[config.mk]
export PLATFORM = sky130hd
export DESIGN_NAME = secuenciador_melodia
export DESIGN_NICKNAME = d
export VERILOG_FILES = /design/src/rtl/secuenciador_melodia.sv
export SDC_FILE = /design/constraint.sdc
export NUM_CORES = 1
export LEC_CHECK = 0
export CAP_MARGIN = 5
export CORE_ASPECT_RATIO = 0.8
export CORE_MARGIN = 3
export CORE_UTILIZATION = 37
export CTS_CLUSTER_DIAMETER = 40
export DETAILED_ROUTE_END_ITERATION = 6
export SETUP_SLACK_MARGIN = 0.05
export SLEW_MARGIN = 20
export SYNTH_ARGS = -nofsm -noshare
export SYNTH_HDL_FRONTEND = slang
export SYNTH_SLANG_ARGS = --single-unit
[constraint.sdc]
create_clock -name i_clk -period 4.1 [get_ports i_clk]
set_input_delay 0.82 -clock i_clk [delete_from_list [all_inputs] [get_ports i_clk]]
set_output_delay 0.82 -clock i_clk [all_outputs]
set_load 0.01 [all_outputs]
[src/rtl/secuenciador_melodia.sv]
// -----------------------------------------------------------------------------
// secuenciador_melodia
//
// Playback controller for the music-box note generator. It holds a
// programmable table of (note, duration) entries and steps through it on a
// prescaled duration tick. Every cycle it produces a registered one-hot note
// select for the 7-note divisor/mux datapath. Live keys pre-empt playback:
// they pause the melody, which resumes where it stopped once all keys are
// released.
//
// Parameters:
//   TICK_DIV  clk cycles per duration tick (>= 2)
//   AW        table address width (depth = 2**AW)
//   DUR_W     duration field width, in ticks
//
// Ports:
//   i_clk        system clock
//   i_reset      synchronous, active-low reset
//   i_wr_en      table write strobe
//   i_wr_addr    table write address
//   i_wr_note    note code: 0 = rest, 1..7 = DO..SI
//   i_wr_dur     duration in ticks (0 plays as 1)
//   i_last_idx   index of the final melody entry
//   i_play       start pulse (ignored unless idle)
//   i_stop       abort pulse (wins over play)
//   i_loop_en    restart at entry 0 after i_last_idx
//   i_teclas     live keys, bit0 = DO .. bit6 = SI
//   o_nota_sel   registered one-hot note select (0 = silence)
//   o_busy       high while loading, playing or paused
//   o_done       one-cycle pulse when a non-looping melody ends
//   o_pos        index of the current or next entry
// -----------------------------------------------------------------------------
module secuenciador_melodia #(
    parameter int unsigned TICK_DIV = 50000,
    parameter int unsigned AW       = 4,
    parameter int unsigned DUR_W    = 8
) (
    input  logic             i_clk,
    input  logic             i_reset,
    input  logic             i_wr_en,
    input  logic [AW-1:0]    i_wr_addr,
    input  logic [2:0]       i_wr_note,
    input  logic [DUR_W-1:0] i_wr_dur,
    input  logic [AW-1:0]    i_last_idx,
    input  logic             i_play,
    input  logic             i_stop,
    input  logic             i_loop_en,
    input  logic [6:0]       i_teclas,
    output logic [6:0]       o_nota_sel,
    output logic             o_busy,
    output logic             o_done,
    output logic [AW-1:0]    o_pos
);

    localparam int unsigned DEPTH = 2 ** AW;
    localparam int unsigned PW    = (TICK_DIV > 2) ? $clog2(TICK_DIV) : 1;
    localparam int unsigned EW    = 3 + DUR_W;

    typedef enum logic [1:0] {StIdle, StLoad, StPlay, StPause} state_e;

    // Melody table, {note, duration} per entry; deliberately not reset.
    logic [EW-1:0]    r_mem [DEPTH];

    state_e           r_state, w_state_d;
    logic [AW-1:0]    r_pos, w_pos_d;
    logic [2:0]       r_note, w_note_d;
    logic [DUR_W-1:0] r_dur_cnt, w_dur_d;
    logic [PW-1:0]    r_presc, w_presc_d;
    logic [6:0]       r_nota_sel, w_nota_d;
    logic             r_done, w_done_d;

    logic [EW-1:0]    w_entry;
    logic [2:0]       w_entry_note;
    logic [DUR_W-1:0] w_entry_dur;
    logic [6:0]       w_key_oh;
    logic             w_key_any;
    logic             w_tick;

    function automatic logic [6:0] f_decode(input logic [2:0] c);
        logic [6:0] v;
        case (c)
            3'd1:    v = 7'b0000001;
            3'd2:    v = 7'b0000010;
            3'd3:    v = 7'b0000100;
            3'd4:    v = 7'b0001000;
            3'd5:    v = 7'b0010000;
            3'd6:    v = 7'b0100000;
            3'd7:    v = 7'b1000000;
            default: v = 7'b0000000;
        endcase
        return v;
    endfunction

    // Isolate the lowest set key: x & -x.
    assign w_key_oh     = i_teclas & (~i_teclas + 7'd1);
    assign w_key_any    = |i_teclas;

    assign w_entry      = r_mem[r_pos];
    assign w_entry_note = w_entry[EW-1 -: 3];
    assign w_entry_dur  = w_entry[DUR_W-1:0];

    assign w_tick       = (r_presc == PW'(TICK_DIV - 1));

    always_ff @(posedge i_clk) begin
        if (i_wr_en) begin
            r_mem[i_wr_addr] <= {i_wr_note, i_wr_dur};
        end
    end

    always_comb begin
        w_state_d = r_state;
        w_pos_d   = r_pos;
        w_note_d  = r_note;
        w_dur_d   = r_dur_cnt;
        w_presc_d = r_presc;
        w_nota_d  = r_nota_sel;
        w_done_d  = 1'b0;

        if (i_stop) begin
            w_state_d = StIdle;
            w_pos_d   = '0;
            w_nota_d  = w_key_oh;
        end else begin
            case (r_state)
                StIdle: begin
                    w_nota_d = w_key_oh;
                    if (i_play) begin
                        w_state_d = StLoad;
                        w_pos_d   = '0;
                    end
                end

                StLoad: begin
                    w_note_d  = w_entry_note;
                    w_dur_d   = (w_entry_dur == '0) ? DUR_W'(1) : w_entry_dur;
                    w_presc_d = '0;
                    w_nota_d  = '0;
                    w_state_d = StPlay;
                end

                StPlay: begin
                    if (w_key_any) begin
                        // Keys win over a coinciding tick: counters stay put,
                        // so a pending entry end happens on the first tick
                        // after resume.
                        w_nota_d  = w_key_oh;
                        w_state_d = StPause;
                    end else begin
                        w_nota_d = f_decode(r_note);
                        if (w_tick) begin
                            w_presc_d = '0;
                            w_dur_d   = r_dur_cnt - DUR_W'(1);
                            if (r_dur_cnt <= DUR_W'(1)) begin
                                if (r_pos != i_last_idx) begin
                                    w_pos_d   = r_pos + AW'(1);
                                    w_state_d = StLoad;
                                end else if (i_loop_en) begin
                                    w_pos_d   = '0;
                                    w_state_d = StLoad;
                                end else begin
                                    w_pos_d   = '0;
                                    w_done_d  = 1'b1;
                                    w_state_d = StIdle;
                                end
                            end
                        end else begin
                            w_presc_d = r_presc + PW'(1);
                        end
                    end
                end

                StPause: begin
                    w_nota_d = w_key_oh;
                    if (!w_key_any) begin
                        w_state_d = StPlay;
                    end
                end

                default: begin
                    w_state_d = StIdle;
                end
            endcase
        end
    end

    always_ff @(posedge i_clk) begin
        if (!i_reset) begin
            r_state    <= StIdle;
            r_pos      <= '0;
            r_note     <= '0;
            r_dur_cnt  <= '0;
            r_presc    <= '0;
            r_nota_sel <= '0;
            r_done     <= 1'b0;
        end else begin
            r_state    <= w_state_d;
            r_pos      <= w_pos_d;
            r_note     <= w_note_d;
            r_dur_cnt  <= w_dur_d;
            r_presc    <= w_presc_d;
            r_nota_sel <= w_nota_d;
            r_done     <= w_done_d;
        end
    end

    assign o_nota_sel = r_nota_sel;
    assign o_busy     = (r_state != StIdle);
    assign o_done     = r_done;
    assign o_pos      = r_pos;

endmodule

==> After elaboration in Yosys (flattened, before gate mapping) <==
Memory sizes are Yosys's and may differ from the RTL's. A register that Yosys moved wholly into a read port is not among the register bits.
Index checks and enable logic that the tools add are counted.
{ "classes": {"mux": 30, "add_sub_neg": 4, "n_bitwise": 7, "n_reduce_logical": 14, "eq_ne": 19, "order_cmp": 1} }
{ "op_table": {"columns": ["op", "count"], "rows": [
  ["$pmux W7 S7", 1],
  ["$mux W16", 2],
  ["$pmux W16 S2", 1],
  ["$mux W4", 7],
  ["$mux W8", 3],
  ["$pmux W7 S3", 1],
  ["$add A16 B1 Y16 const B", 1],
  ["$eq A16 B16 Y1 const B", 1],
  ["$pmux W8 S2", 1],
  ["$mux W7", 2],
  ["$reduce_or A13 Y1", 1],
  ["$eq A3 B3 Y1 const B", 4],
  ["$mux W2", 5],
  ["$ne A2 B2 Y1 const B", 5],
  ["$le A8 B1 Y1 const B", 1],
  ["$logic_not A8 Y1", 1],
  ["$pmux W2 S4", 1],
  ["$pmux W4 S2", 1],
  ["$reduce_and A4 Y1", 2],
  ["$sub A8 B1 Y8 const B", 1],
  ["$add A7 B1 Y7 const B", 1],
  ["$and A7 B7 Y7", 1],
  ["$not A7 Y7", 1],
  ["$reduce_or A7 Y1", 1],
  ["15 further kinds", 29]
]} }
{ "totals": {"reg_bits": 41, "mem_bits_rw": 176, "elab_cells": 83, "output_inout_bits": 13, "n_memories": 1} }
{ "mem_list": {"columns": ["memory", "depth", "width", "read_ports", "rd_ports_with_merged_regs", "wr", "line_no", "rtl"], "rows": [
  ["r_mem", 16, 11, 1, 1, 1, "62", "logic [EW-1:0] r_mem [DEPTH];"]
]} }

==> Depth between registers and ports, before layout <==
Gate-level depths: netlist of the first run.
{ "depth": {"depth_word": 8, "depth_mapped": 10, "depth_no_buf": 7} }

==> Worst setup path after synthesis of the first run <==
Ideal clock, no wire load.
{ "synth_path": {"path_type": "input to register", "startpoint": "input port i_teclas[3]", "endpoint": "register with a tool-made name", "path_slack_ps": 1477, "setup_ps": 129, "cell_stages": 5, "n_path_buf": 0, "t_arrival_ps": 2495, "cell_sequence": "nor4_1 nand2_1 o41a_1 o311ai_2 o21ai_1"} }
{ "synth_lines": {"columns": ["item", "line_no", "rtl"], "rows": [
  ["from (decl)", "48", "input logic [6:0] i_teclas,"]
]} }

==> results.json, run 1 <==
{
  "grt_pass1_vias": 5704,
  "fin_ws_ns": 1.30,
  "syn_nets": 645,
  "globalRouteOverflowTotal": 0,
  "initial_core_util": 0.379,
  "die-area_mm2": 0.0270,
  "hold_viol": 0,
  "wl_per_cell_um": 20.8,
  "fin_setup_tns_ns": 0,
  "period_share": 0.683,
  "dpl_cell_area_mm2": 0.0102,
  "clk_path_buf_depth": 3,
  "place.gp.congestion": 0.860,
  "wl_mm": 21.1,
  "drtAntennaViolNets": 0,
  "clkSinkCount": 221,
  "die_y_um": 147,
  "synth-seq-cells": 221,
  "final_area_mm2": 0.0111,
  "root_buffer": "clkbuf_16",
  "syn-instance-count": 605,
  "seq_area_mm2": 0.00619,
  "ys_warn_count": 0,
  "post_cts_buffers": 0,
  "drv_slew": 0,
  "coreArea_mm2": 0.0244,
  "clkTransAtPathRegs_ns": 0.06,
  "drt-initial-drc-count": 509,
  "ios": 45,
  "vias": 5653,
  "die_w_um": 183,
  "place_inst": 963,
  "multiInputGateArea_mm2": 0.00294,
  "fin_worst_skew_ns": 0.0184,
  "synth_cell_type_count": 55,
  "synth_edf_count": 176,
  "hp-class": "reg2reg",
  "cts_buffers": 27,
  "rsz0062_at_grt": "false",
  "cts_tree": "done",
  "synthArstFlopShare": 0,
  "critPathLaunchType": "flop",
  "ys_seq_area_frac": 0.668,
  "dp_slack_ns": 0.833,
  "synthFlopType": "edfxtp_1",
  "leakagePower_nw": 3.49,
  "dp_hpwl_mm": 13.5,
  "dr.pass1.iters": 5,
  "drv_cap": 0,
  "layout_min_cycle_time_ns": 2.80,
  "fillers": 2116,
  "portBuffers": 44,
  "worstMarginPinSlew_ns": 0.910,
  "outcome": "complete, no violations",
  "avgViaCountPerCell": 5.58,
  "cp.required_ns": 4.52,
  "drive_above_1_share": 0.190,
  "stdcell_count": 1013,
  "arrival_ns": 3.22,
  "relSlewSlack": 0.388,
  "nNetsFinal": 714,
  "cts.repair.resized": 0,
  "antenna_found_initial": 0,
  "finalSetupViolations": 0,
  "cts_hold_buf": 0,
  "syn_area_per_cell_um2": 15.3,
  "drc": 0,
  "timing.fmax_ghz": 0.357,
  "num_rows": 51,
  "cts_max_level": 1,
  "synth_area_mm2": 0.00926,
  "ir_worst_vdd_mv": 0.337,
  "crit_type": "reg2reg",
  "grt_max_degree": 29,
  "antenna_cells": 0,
  "power_density_mw_per_mm2": 451,
  "cp_max_fo": 23,
  "syn_to_final_growth_pct": 19.9,
  "grt_use_total": 0.157,
  "clock_latency_ns": 0.53,
  "grt_pass1_wl_mm": 32.9,
  "end_kind": "flop"
}
## final cells by class
type / instances / share of cell area
flip-flops and latches: 221 / 0.558
inverters: 12 / 0.00406
well taps: 318 / 0.0359
clock buffers: 32 / 0.0662
repair buffers: 67 / 0.0553
multi-input cells: 345 / 0.265
clock inverters: 18 / 0.0162
## cell usage in the layout, fill, tap and decap left out, types with 4 or more instances in the layout
master	count
nor2b_1	6
dfxtp_1	43
nor3_1	8
nor2_1	43
nand4_1	12
xor2_1	9
mux2i_1	6
mux4_2	47
edfxtp_1	176
inv_1	11
inv_6	10
a21oi_1	27
a22oi_1	11
o21ai_0	17
and3_1	7
clkdlybuf4s50_1	44
buf_4	23
nand4b_1	4
nor4_1	12
nand2_1	22
a22o_1	4
nand3b_1	4
nand3_1	21
nor3_2	5
o21a_1	5
nand2b_1	6
clkbuf_16	27
clkbuf_8	4
o211ai_1	8
ha_1	8
or3_1	9
## Yosys cell counts (11+ instances only)
cell type,n,share of area
nor4_1,12,0.0081
clkbuf_1,16,0.0065
dfxtp_1,45,0.097
nand4_1,12,0.0081
a21oi_1,27,0.015
nor2_1,43,0.017
o21ai_0,17,0.0092
nand2_1,22,0.0089
nor3_1,12,0.0065
inv_1,11,0.0045
a22oi_1,11,0.0089
mux4_2,47,0.11
nand3_1,21,0.011
edfxtp_1,176,0.57
## flip-flops by register name, indices dropped and copies added (netlist names), named ones only
name / cells
r_state: 2
o_done: 1
r_dur_cnt: 8
o_pos: 4
r_mem: 176
r_presc: 16
r_note: 3
o_nota_sel: 7
## logic make-up after synthesis
kind of cell / Yosys count / share of synthesized area
DFF: 221 / 0.668
adders and majority gates: 8 / 0.0108
buffers and inverters: 39 / 0.0168
AOI/OAI and AO/OA: 103 / 0.0753
xor gates and xnor gates: 12 / 0.0114
muxes: 53 / 0.121
and+or+nand+nor: 169 / 0.0966
## stage by stage
| stage | hold slack, ns | power, mW | utilization |
|---|---|---|---|
| 6_report | 0.499 | 5.00 | 0.454 |
| 5_1_grt | 0.522 | 5.18 | 0.454 |
| 4_1_cts | 0.497 | 5.06 | 0.454 |
| 3_5_place_dp | 0.489 | 2.70 | 0.417 |
| 3_3_place_gp | 0.477 | 2.69 | 0.417 |
| 2_1_floorplan | 0.458 | 2.60 | - |
## per-layer routing
metal	GRT usage	vias to the layer above	routed length (um)
li1	-	2580	-
met1	0.222	2843	9310
met2	0.251	197	9930
met3	0.0317	33	1470
met4	0.0370	0	390
met5	0	-	0
## final timing paths
| kind | cells after the start | end | start | slack [ns] |
|---|---|---|---|---|
| hold / removal | 2 | r_presc[1]$_SDFFE_PN0P_ | r_presc[1]$_SDFFE_PN0P_ | 0.50 |
| setup reg to reg | 6 | r_dur_cnt[1]$_SDFFE_PN0P_ | flop | 1.30 |
| hold reg to reg | 2 | r_presc[1]$_SDFFE_PN0P_ | r_presc[1]$_SDFFE_PN0P_ | 0.50 |
| setup / recovery | 6 | r_dur_cnt[1]$_SDFFE_PN0P_ | flop | 1.30 |
## report_power, final
part | switching, mW | total [mW] | internal, mW | leakage, nW
combinational | 0.106 | 0.178 | 0.0721 | 1.09
clock | 0.967 | 2.35 | 1.38 | 0.443
sequential | 0.0125 | 2.47 | 2.46 | 1.95
## critical path, cell delays in order (launching register included)
cell     delay [ns]
dfxtp_2        0.87
buf_4          0.47
mux4_2         0.56
a22o_1         0.25
nor2_1         0.21
nor2_1         0.07
o221a_2        0.26
(Power assumes the default switching activity.)
==> run 2: changes to the inputs <==
- clock period: 4.1 -> 2.7 ns (I/O delays scaled with it)
==> results.json, run 2 (same netlist as run 1, synthesis figures left out) <==
{
  "outcome": "complete, no violations",
  "portBuffers": 44,
  "worstMarginPinSlew_ns": 0.788,
  "p_int_mw": 5.93,
  "ff2ff_setup_slack_ns": 0.18,
  "die-area_mm2": 0.0270,
  "largest_reg_flops": 176,
  "cts.repair.resized": 0,
  "met3_length_mm": 1.19,
  "avgViaCountPerCell": 5.56,
  "end_kind": "flop",
  "drt-met1-wl_mm": 9.64,
  "die_w_um": 183,
  "timing.fmax_ghz": 0.397,
  "hold_viol": 0,
  "ir_worst_vdd_mv": 0.454,
  "power.switching_mw": 1.56,
  "cts_max_level": 1,
  "dr.pass1.iters": 5,
  "place.gp.congestion": 0.875,
  "final_cell_mix": "edfxtp_1, mux4_2, clkdlybuf4s50_1",
  "drv_cap": 0,
  "worst_hold_slack_ns": 0.498,
  "place_inst": 978,
  "dr_wl_met2_mm": 10.0,
  "arrival_ns": 2.98,
  "stdcell_count": 1028,
  "drtAntennaViolNets": 0,
  "grt_use_total": 0.157,
  "dp_slack_ns": 0.0237,
  "drive_above_1_share": 0.194,
  "cts_hold_buf": 0,
  "hp-class": "reg2reg",
  "wl_per_cell_um": 20.6,
  "crit_type": "reg2reg",
  "leakagePower_nw": 3.53,
  "globalRouteOverflowTotal": 0,
  "final_common_cell": "edfxtp_1",
  "ios": 45,
  "p_clk_frac": 0.460,
  "maxUsedRoutingLayer": "met4",
  "cp.required_ns": 3.16,
  "hold_path.startpoint": "r_presc[1]$_SDFFE_PN0P_",
  "dp_hpwl_mm": 13.7,
  "clk_path_buf_depth": 3,
  "final_util": 0.457,
  "drc": 0,
  "grt_max_degree": 29,
  "p_seq_frac": 0.502,
  "fin_setup_tns_ns": 0,
  "relSlewSlack": 0.474,
  "post_cts_buffers": 0,
  "crit_start": "r_state[1]$_SDFFE_PP0P_",
  "antenna_cells": 0,
  "layout_min_cycle_time_ns": 2.52,
  "grt_pass1_wl_mm": 32.9,
  "critPathLaunchType": "flop",
  "period_share": 0.934,
  "antenna_found_initial": 0,
  "drv_slew": 0,
  "root_buffer": "clkbuf_16",
  "pwr-share-comb": 0.038,
  "r2r-start": "r_state[1]$_SDFFE_PP0P_",
  "grt_pass1_vias": 5718,
  "wl_mm": 21.2,
  "power_density_mw_per_mm2": 670,
  "initial_core_util": 0.379,
  "clock_latency_ns": 0.53,
  "top_regs": "r_mem (176), r_presc (16), r_dur_cnt (8)",
  "clkSinkCount": 221,
  "swShare": 0.208,
  "rsz0062_at_grt": "false",
  "die_y_um": 147,
  "cts_buffers": 28,
  "nNetsFinal": 730,
  "finalSetupViolations": 0,
  "vias": 5719,
  "cts_tree": "done",
  "largest-register": "r_mem",
  "fin_worst_skew_ns": 0.0215,
  "fin_ws_ns": 0.178,
  "num_rows": 51,
  "coreArea_mm2": 0.0244,
  "clkTransAtPathRegs_ns": 0.06,
  "drt-initial-drc-count": 720,
  "syn_to_final_growth_pct": 20.7,
  "cp_max_fo": 8
}
-- run 2: layout make-up --
class / count / area [um^2]
inverter: 12 / 45.0
clock inverter: 15 / 124
fill: 2105 / 13300
timing repair buffer: 82 / 738
sequential: 221 / 6190
multi-input combinational: 345 / 2940
tap: 318 / 398
clock buffer: 35 / 748
-- run 2: through the flow --
step,power (mW),instance area [um^2]
detailed placement,4.11,10300
CTS,7.56,11200
finish,7.49,11200
global route,7.77,11200
global placement,4.09,10300
floorplan,3.95,9260
-- run 2: routing by layer --
layer | up-vias | global-route usage
met2 | 204 | 0.254
met4 | 0 | 0.0336
met3 | 33 | 0.0325
li1 | 2601 | -
met5 | - | 0
met1 | 2881 | 0.221
-- run 2: worst paths after layout --
kind / depth (start not counted) / end
min reg2reg: 2 / r_presc[1]$_SDFFE_PN0P_
min: 2 / r_presc[1]$_SDFFE_PN0P_
max: 8 / r_presc[15]$_SDFFE_PN0P_
max reg2reg: 8 / r_presc[15]$_SDFFE_PN0P_
-- run 2: power groups by stage --
| stage | combinational [mW] | sequential (mW) | clock (mW) |
|---|---|---|---|
| floorplan | 0.122 | 3.82 | 0 |
| global placement | 0.270 | 3.82 | 0 |
| detailed placement | 0.281 | 3.83 | 0 |
| CTS | 0.283 | 3.76 | 3.52 |
| global route | 0.307 | 3.76 | 3.70 |
| finish | 0.284 | 3.76 | 3.44 |
-- run 2: critical path, stage by stage, from the launching register on --
cell     delay [ns]
dfxtp_1        0.39
inv_1          0.09
ha_1           0.43
inv_1          0.16
nor2_1         0.40
buf_4          0.24
nand4_1        0.20
or3_1          0.40
a21oi_1        0.14
==> run 3: changes to the inputs <==
- CORE_UTILIZATION: 37 -> 40
- RECOVER_POWER: not set -> 100
==> results.json, run 3 (same netlist as run 1, synthesis figures left out) <==
{
  "place_inst": 973,
  "drtAntennaViolNets": 0,
  "top_regs": "r_mem (176), r_presc (16), r_dur_cnt (8)",
  "antenna_cells": 0,
  "antenna_found_initial": 0,
  "hp-class": "reg2reg",
  "cts_hold_buf": 0,
  "drive_above_1_share": 0.169,
  "avgViaCountPerCell": 5.60,
  "hold_path.startpoint": "r_presc[1]$_SDFFE_PN0P_",
  "clkSinkCount": 221,
  "fin_worst_skew_ns": 0.0222,
  "fin_setup_tns_ns": 0,
  "vias": 5727,
  "cp_max_fo": 6,
  "dp_hpwl_mm": 13.6,
  "die_y_um": 142,
  "drv_cap": 0,
  "leakagePower_nw": 3.53,
  "num_rows": 49,
  "arrival_ns": 2.93,
  "r2r-start": "r_presc[6]$_SDFFE_PN0P_",
  "cp.required_ns": 3.12,
  "clk_path_buf_depth": 3,
  "syn_to_final_growth_pct": 20.2,
  "final_cell_mix": "edfxtp_1, mux4_2, nor2_1, dfxtp_1, clkbuf_1",
  "clkTransAtPathRegs_ns": 0.06,
  "root_buffer": "clkbuf_16",
  "outcome": "complete, no violations",
  "timing.rr.end": "r_dur_cnt[6]$_SDFFE_PN0P_",
  "grt_pass1_vias": 5769,
  "ir_worst_vdd_mv": 0.493,
  "layout_min_cycle_time_ns": 2.52,
  "cts.repair.resized": 0,
  "hold_viol": 0,
  "rsz0062_at_grt": "false",
  "cts_buffers": 27,
  "dr.pass1.iters": 5,
  "place.gp.congestion": 0.876,
  "portBuffers": 44,
  "initial_core_util": 0.409,
  "die-area_mm2": 0.0250,
  "worstMarginPinSlew_ns": 1.03,
  "die_w_um": 176,
  "timing.fmax_ghz": 0.397,
  "drv_slew": 0,
  "globalRouteOverflowTotal": 0,
  "wl_per_cell_um": 20.1,
  "largest-register": "r_mem",
  "finalSetupViolations": 0,
  "final_common_cell": "edfxtp_1",
  "grt_use_total": 0.167,
  "post_cts_buffers": 0,
  "crit_start": "r_presc[6]$_SDFFE_PN0P_",
  "period_share": 0.932,
  "critPathLaunchType": "flop",
  "end_kind": "flop",
  "clock_latency_ns": 0.53,
  "drc": 0,
  "wl_mm": 20.6,
  "nNetsFinal": 736,
  "power_density_mw_per_mm2": 675,
  "stdcell_count": 1023,
  "largest_reg_flops": 176,
  "total_power_mw": 7.51,
  "crit_slowest_cell": "or4bb_1",
  "coreArea_mm2": 0.0226,
  "path_cells": "or4bb_1 -> o41a_1 -> nor3_1 -> a21boi_0 -> o31a_1",
  "grt_max_degree": 24,
  "worst_hold_slack_ns": 0.504,
  "crit_type": "reg2reg",
  "critPathMaxStageDelay_ns": 0.59,
  "r2r.worst_path.cells": 5,
  "ff2ff_setup_slack_ns": 0.18,
  "drt-initial-drc-count": 453,
  "cts_max_level": 1,
  "grt_pass1_wl_mm": 32.4,
  "relSlewSlack": 0.316,
  "crit_end": "r_dur_cnt[6]$_SDFFE_PN0P_",
  "cts_tree": "done",
  "ios": 45
}
run 3: critical path, delay by kind of cell (launching register included):
kind	cells	cell delay [ns]
AO/OA/AOI/OAI	3	0.96
flip-flops	1	0.38
AND/OR/NAND/NOR	2	1.07
run 3: per-layer routing:
metal,up-vias,GRT usage,wire length [um]
met5,-,0,0
met4,0,0.0404,412
met3,31,0.0349,1550
met2,260,0.260,9220
met1,2825,0.243,9430
li1,2611,-,-
run 3: layout make-up:
type	count	area, um^2
flip-flops and latches	221	6190
multi-input cells	345	2910
fillers	1911	11500
well taps	306	383
repair buffers	89	709
clock inverters	18	184
clock buffers	32	704
inverters	12	45.0
run 3: metrics by stage:
| stage | util | instance area, um^2 | setup WS (ns) |
|---|---|---|---|
| floorplan | - | 9260 | 0.304 |
| global placement | 0.458 | 10400 | 0.0928 |
| detailed placement | 0.458 | 10400 | 0.0213 |
| CTS | 0.497 | 11200 | 0.262 |
| global route | 0.492 | 11100 | 0.0797 |
| finish | 0.492 | 11100 | 0.183 |
run 3: worst min path at each step:
stage / end / slack, ns / depth (start not counted)
after floorplan: r_presc[1]$_SDFFE_PN0P_ / 0.46 / 2
after global placement: r_presc[1]$_SDFFE_PN0P_ / 0.47 / 2
after detailed placement: r_presc[1]$_SDFFE_PN0P_ / 0.50 / 2
after CTS: r_presc[1]$_SDFFE_PN0P_ / 0.50 / 2
after global routing: r_presc[1]$_SDFFE_PN0P_ / 0.55 / 2
final: r_presc[1]$_SDFFE_PN0P_ / 0.50 / 2
run 3: where the power goes:
group	switching, mW	internal, mW	total, mW
sequential	0.0185	3.74	3.76
combinational	0.162	0.109	0.271
clock	1.39	2.09	3.48
total	1.57	5.94	7.51
